[src/rtl/rv_iopmp_entry_walker.sv]
// Sequential IOPMP rule checker: walks the entry BRAM for one request at a time.
// Define RV_IOPMP_NAPOT_EN to enable NA4/NAPOT address matching (otherwise those modes never match).
module rv_iopmp_entry_walker #(
    parameter int unsigned NUMBER_MDS     = 2,
    parameter int unsigned NUMBER_ENTRIES = 8,
    parameter int unsigned NUMBER_MASTERS = 2,
    parameter int unsigned RID_WIDTH      = 8
) (
    input  logic                              clk_i,
    input  logic                              rst_ni,
    input  logic                              iopmp_enabled_i,
    input  logic [15:0]                       nr_prio_entry_i,
    input  logic [NUMBER_MDS*16-1:0]          mdcfg_t_i,
    input  logic [NUMBER_MASTERS*NUMBER_MDS-1:0] srcmd_md_i,
    input  logic                              req_valid_i,
    output logic                              req_ready_o,
    input  logic [63:0]                       req_addr_i,
    input  logic [RID_WIDTH-1:0]              req_rid_i,
    input  logic [1:0]                        req_ttype_i,
    output logic                              bram_en_o,
    output logic [$clog2(NUMBER_ENTRIES)-1:0] bram_addr_o,
    input  logic [127:0]                      bram_dout_i,
    output logic                              rsp_valid_o,
    input  logic                              rsp_ready_i,
    output logic                              rsp_allow_o,
    output logic [3:0]                        rsp_etype_o,
    output logic [15:0]                       rsp_entry_o
);

    localparam int unsigned         IDXW     = $clog2(NUMBER_ENTRIES);
    localparam logic [IDXW-1:0]     LAST_IDX = IDXW'(NUMBER_ENTRIES - 1);
    localparam logic [15:0]         NE16     = 16'(NUMBER_ENTRIES);

    typedef enum logic [1:0] {S_IDLE, S_RD, S_EVAL, S_RESP} state_e;

    state_e                 state_q, state_d;
    logic [63:0]            addr_q, addr_d;
    logic                   wr_q, wr_d;
    logic [NUMBER_MDS-1:0]  mdmap_q, mdmap_d;
    logic [IDXW-1:0]        idx_q, idx_d;
    logic [63:0]            prev_q, prev_d;
    logic                   miss_q, miss_d;
    logic                   allow_q, allow_d;
    logic [3:0]             etype_q, etype_d;
    logic [15:0]            entry_q, entry_d;

    logic                   rid_ok;
    logic [NUMBER_MDS-1:0]  rid_map;
    logic [NUMBER_MDS-1:0]  owns;
    logic [15:0]            idx16, md_lo, md_hi;
    logic [63:0]            ent_e;
    logic [1:0]             amode;
    logic                   perm, tor_hit, match, in_md, hit, is_prio;
    logic                   unused_bits;

    function automatic logic [15:0] clamp_top(input logic [15:0] t);
        return (t > NE16) ? NE16 : t;
    endfunction

    assign unused_bits = ^{bram_dout_i[127:69], bram_dout_i[66], req_addr_i[1:0]};

    assign idx16   = 16'(idx_q);
    assign ent_e   = bram_dout_i[63:0];
    assign amode   = bram_dout_i[68:67];
    assign perm    = wr_q ? bram_dout_i[65] : bram_dout_i[64];
    assign tor_hit = (prev_q <= addr_q) && (addr_q < ent_e);
    assign is_prio = idx16 < nr_prio_entry_i;
    assign in_md   = |(mdmap_q & owns);
    assign hit     = in_md & match;

    always_comb begin
        rid_ok  = 32'(req_rid_i) < 32'(NUMBER_MASTERS);
        rid_map = '0;
        for (int unsigned r = 0; r < NUMBER_MASTERS; r++) begin
            if (32'(req_rid_i) == r) rid_map = srcmd_md_i[r*NUMBER_MDS +: NUMBER_MDS];
        end
    end

    // MD m owns [top(m-1), top(m)); each top is clamped to the BRAM depth.
    always_comb begin
        owns  = '0;
        md_lo = '0;
        md_hi = '0;
        for (int unsigned m = 0; m < NUMBER_MDS; m++) begin
            md_hi   = clamp_top(mdcfg_t_i[m*16 +: 16]);
            owns[m] = (idx16 >= md_lo) && (idx16 < md_hi);
            md_lo   = md_hi;
        end
    end

`ifdef RV_IOPMP_NAPOT_EN
    logic [63:0] napot_mask;
    // Trailing ones of E plus the first zero above them are "don't care" bits.
    assign napot_mask = ent_e ^ (ent_e + 64'd1);
`endif

    always_comb begin
        match = 1'b0;
        case (amode)
            2'd1:    match = tor_hit;
`ifdef RV_IOPMP_NAPOT_EN
            2'd2:    match = (addr_q == ent_e);
            2'd3:    match = ((addr_q ^ ent_e) & ~napot_mask) == '0;
`endif
            default: match = 1'b0;
        endcase
    end

    always_ff @(posedge clk_i) begin
        if (!rst_ni) begin
            state_q <= S_IDLE;
            addr_q  <= '0;
            wr_q    <= 1'b0;
            mdmap_q <= '0;
            idx_q   <= '0;
            prev_q  <= '0;
            miss_q  <= 1'b0;
            allow_q <= 1'b0;
            etype_q <= '0;
            entry_q <= '0;
        end else begin
            state_q <= state_d;
            addr_q  <= addr_d;
            wr_q    <= wr_d;
            mdmap_q <= mdmap_d;
            idx_q   <= idx_d;
            prev_q  <= prev_d;
            miss_q  <= miss_d;
            allow_q <= allow_d;
            etype_q <= etype_d;
            entry_q <= entry_d;
        end
    end

    always_comb begin
        state_d     = state_q;
        addr_d      = addr_q;
        wr_d        = wr_q;
        mdmap_d     = mdmap_q;
        idx_d       = idx_q;
        prev_d      = prev_q;
        miss_d      = miss_q;
        allow_d     = allow_q;
        etype_d     = etype_q;
        entry_d     = entry_q;
        bram_en_o   = 1'b0;
        bram_addr_o = '0;

        case (state_q)
            S_IDLE: begin
                if (req_valid_i) begin
                    addr_d  = {2'b00, req_addr_i[63:2]};
                    wr_d    = (req_ttype_i == 2'd2);
                    mdmap_d = rid_map;
                    idx_d   = '0;
                    prev_d  = '0;
                    miss_d  = 1'b0;
                    allow_d = 1'b0;
                    entry_d = '0;
                    if (!rid_ok) begin
                        etype_d = 4'h6;
                        state_d = S_RESP;
                    end else if (!iopmp_enabled_i) begin
                        etype_d = 4'h5;
                        state_d = S_RESP;
                    end else begin
                        etype_d = '0;
                        state_d = S_RD;
                    end
                end
            end
            S_RD: begin
                bram_en_o   = 1'b1;
                bram_addr_o = idx_q;
                state_d     = S_EVAL;
            end
            S_EVAL: begin
                prev_d = ent_e;
                if (hit && perm) begin
                    allow_d = 1'b1;
                    etype_d = '0;
                    entry_d = idx16;
                    state_d = S_RESP;
                end else if (hit && is_prio) begin
                    allow_d = 1'b0;
                    etype_d = wr_q ? 4'h2 : 4'h1;
                    entry_d = idx16;
                    state_d = S_RESP;
                end else begin
                    miss_d = miss_q | hit;
                    if (idx_q == LAST_IDX) begin
                        allow_d = 1'b0;
                        etype_d = (miss_q | hit) ? (wr_q ? 4'h2 : 4'h1) : 4'h5;
                        entry_d = '0;
                        state_d = S_RESP;
                    end else begin
                        idx_d   = idx_q + 1'b1;
                        state_d = S_RD;
                    end
                end
            end
            S_RESP: begin
                if (rsp_ready_i) begin
                    state_d = S_IDLE;
                    prev_d  = '0;
                    idx_d   = '0;
                    miss_d  = 1'b0;
                    allow_d = 1'b0;
                    etype_d = '0;
                    entry_d = '0;
                end
            end
            default: state_d = S_IDLE;
        endcase
    end

    assign req_ready_o = (state_q == S_IDLE) && rst_ni;
    assign rsp_valid_o = (state_q == S_RESP);
    assign rsp_allow_o = allow_q;
    assign rsp_etype_o = etype_q;
    assign rsp_entry_o = entry_q;

endmodule

[config.mk]
export PLATFORM = sky130hd
export DESIGN_NAME = rv_iopmp_entry_walker
export DESIGN_NICKNAME = d
export VERILOG_FILES = /design/src/rtl/rv_iopmp_entry_walker.sv
export SDC_FILE = /design/constraint.sdc
export NUM_CORES = 1
export LEC_CHECK = 0
export CORE_UTILIZATION = 35
export CTS_CLUSTER_DIAMETER = 40
export CTS_CLUSTER_SIZE = 30
export DETAILED_ROUTE_END_ITERATION = 7
export PLACE_DENSITY_LB_ADDON = 0.25
export SLEW_MARGIN = 40
export SYNTH_ARGS = -nofsm -noshare
export SYNTH_HDL_FRONTEND = slang
export SYNTH_SLANG_ARGS = --single-unit
[constraint.sdc]
create_clock -name clk_i -period 3.2 [get_ports clk_i]
set_input_delay 0.32 -clock clk_i [delete_from_list [all_inputs] [get_ports clk_i]]
set_output_delay 0.32 -clock clk_i [all_outputs]
set_load 0.1 [all_outputs]
==> metrics <==
post-synthesis compound-gate area fraction 0.196; Worst-Skew Late Latency 0.42 ns; sequential share of power 0.367; Top FF cell, synth dfxtp_1; antenna violations before repair 0; htree depth 4; Final Cell Area 12,100 um2; Crit. End Element flop; total routed wirelength 25,300 um; critical path required time 3.54 ns; Worst-Margin Slew between 0.7 and 0.8 ns; Crit Path Class flop to flop; Final WS setup 0.126 ns; CTS Hold Buffers Added 0; achievable frequency 325 MHz; worst ir drop on vdd 0.266 mV; clock sink total 142; # DRC 0; nets@finish around 1,700; switching part of the total 0.320; TritonCTS Buffers 17; Mapped Cells 1,091; Clock Tree Root clkbuf_16; drt via density 5.00; run status completed; relative slew slack 0.518; clock period minus final worst setup slack 3.07 ns; CTS tree done; largest net degree at the start of global routing 84; post-synthesis cell area ~8600 um2; die height ~160 um; arrival time worst endpoint 3.41 ns; Final Power around 5.4 mW; global-route wire length before repair 41,200 um; Adder-Cell Fraction of Synth Area 0.191; I/O Pins 286; Longest Clk Path Bufs 2; Clk pwr share 0.360; startpoint types flop; DRT iter0 DRCs 431; EDFF count, synth 0; final-report max-slew violation count 0; reg2reg path depth 11; port buffer count 209; GR Overflow Total 0; starting density of the core 0.357; Final Hold Viols 0; Initial DRT Pass Iterations 5; pre-CTS WS -0.519 ns; DR WL/cell 15.3 um; Final Cycle Share 0.961; DP Wirelength 18,800 um; Comb power frac 0.273; R2R Setup Slk about 0.13 ns; width of the die approximately 160 um; Synth async-reset ratio 0; row count 57; post-route ant nets 0; net switching power 1.71 mW; die area 25,300 um2; vias in the first global route around 8,300; P_int approximately 3.6 mW; # setup viols final 0; GRT Total Usage 0.203; xor and xnor fraction of the mapped netlist area 0; layout cells sized above 1 0.110; Worst Hold Depth 3; Area growth, synth to finish 39.8%; Yosys reg bits 142; simple-gate share of the synthesized area 0.189; core area 24,200 um2; Warnings, synthesis 0; P_leak 5.20 nW; power density over the cells ~440 nW/um2; dpl cell area 11,200 um2; synthesized area per cell roughly 8 um2; post-synthesis mux area share 0.00376; crit path max fanout 4; sequential-to-total area share from yosys stat 0.329; DR vias just over 8,000; gpl congestion about 0.8; hold crit path type primary input to flop; Reg clk slew, reported paths approximately 0.060 ns; Max-Cap Viols 0; Synth cell types 62; main combinational cell family by area after synthesis compound AO/OA/AOI/OAI gates; clk_skew slightly below 0.008 ns
## metrics by stage
stage	TNS (ns)	hold slack, ns	util	std cells
floorplan	0	0.432	-	1104
global placement	-4.46	0.451	0.465	1619
detailed placement	-5.52	0.454	0.464	1619
CTS	0	0.425	0.489	1652
global route	-0.0371	0.443	0.498	1657
finish	0	0.432	0.499	1658
## state kept, by name (all words and copies together) (netlist names), 2 cells and up
register	flops
addr_q	62
state_q	2
rsp_etype_o	3
idx_q	3
mdmap_q	2
prev_q	64
rsp_entry_o	3
## critical path, stage by stage, from the launching register on
cell	delay, ns
dfxtp_2	0.33
buf_4	0.13
ha_1	0.28
nand4_1	0.11
or3_1	0.44
or4_4	0.59
o221ai_2	0.22
nand3_2	0.15
nand3_4	0.16
nor2_4	0.06
o311a_1	0.31
a211oi_2	0.22
## timing repair
item,4_1_cts,5_1_grt
pin swaps,2,20
buffers inserted,1,5
hold endpoints to repair,0,0
setup endpoints to repair,10,12
gates resized for setup,5,40
## cell usage in the layout, fill, tap and decap left out, types with 7 or more instances in the layout
| cell | n |
|---|---|
| clkbuf_16 | 17 |
| inv_1 | 132 |
| o21ai_0 | 19 |
| ha_1 | 126 |
| conb_1 | 14 |
| nor2_1 | 83 |
| clkdlybuf4s50_1 | 193 |
| buf_2 | 7 |
| dfxtp_1 | 130 |
| a21oi_1 | 121 |
| a22oi_1 | 64 |
| a21o_1 | 9 |
| buf_4 | 51 |
| dfxtp_2 | 12 |
| nor3_1 | 7 |
| nand2_1 | 173 |
| nand4_1 | 22 |
| nand3_1 | 16 |
## routing by layer
| layer | track usage | wire length, um |
|---|---|---|
| met1 | 0.250 | 11300 |
| met2 | 0.349 | 12200 |
| met3 | 0.0461 | 1490 |
| met4 | 0.0625 | 359 |
| met5 | 0 | 0 |
## Yosys cell counts (8+ instances only)
library cell | instances | area [um2]
inv_1 | 133 | 499
dfxtp_1 | 142 | 2840
o21ai_0 | 20 | 100
nor3_1 | 8 | 40.0
nand4_1 | 22 | 138
buf_4 | 14 | 105
a21oi_1 | 123 | 616
a22oi_1 | 65 | 488
nand2_1 | 174 | 653
nor2_1 | 83 | 312
buf_1 | 9 | 33.8
nand3_1 | 18 | 90.1
a21o_1 | 9 | 67.6
ha_1 | 132 | 1650
nor4_1 | 9 | 56.3
clkbuf_1 | 38 | 143
## area by class of cell
cell class / instances / area, um2
antenna: 1 / 2.50
clock buffer: 20 / 457
clock inverter: 12 / 111
fill: 2362 / 12200
inverter: 133 / 502
multi-input combinational: 768 / 5290
sequential: 142 / 2860
tap: 324 / 405
timing repair buffer: 258 / 2460
## path summary, 6_finish.rpt
kind                                     start             end
worst min register to register      addr_q[35]      addr_q[35]
worst max-delay path                addr_q[38]  rsp_etype_o[2]
worst min-delay path            req_addr_i[41]      addr_q[39]
worst max register to register      addr_q[38]  rsp_etype_o[2]
## power by group through the flow
stage,combinational (mW),sequential (mW),clock (mW)
3_5_place_dp,1.41,2.00,0
5_1_grt,1.63,1.98,2.03
2_1_floorplan,0.825,2.01,0
3_3_place_gp,1.40,2.00,0
6_report,1.46,1.97,1.93
4_1_cts,1.44,1.96,1.96
## kinds of logic (layout without fill, tap and decap cells)
| kind of cell | after synthesis | in the layout |
|---|---|---|
| other | 1 | 15 |
| and+or+nand+nor | 354 | 354 |
| muxes | 3 | 3 |
| AOI/OAI and AO/OA | 265 | 265 |
| buffers and inverters | 194 | 423 |
| adders and majority gates | 132 | 132 |
| DFF | 142 | 142 |
(Power assumes the default switching activity.)
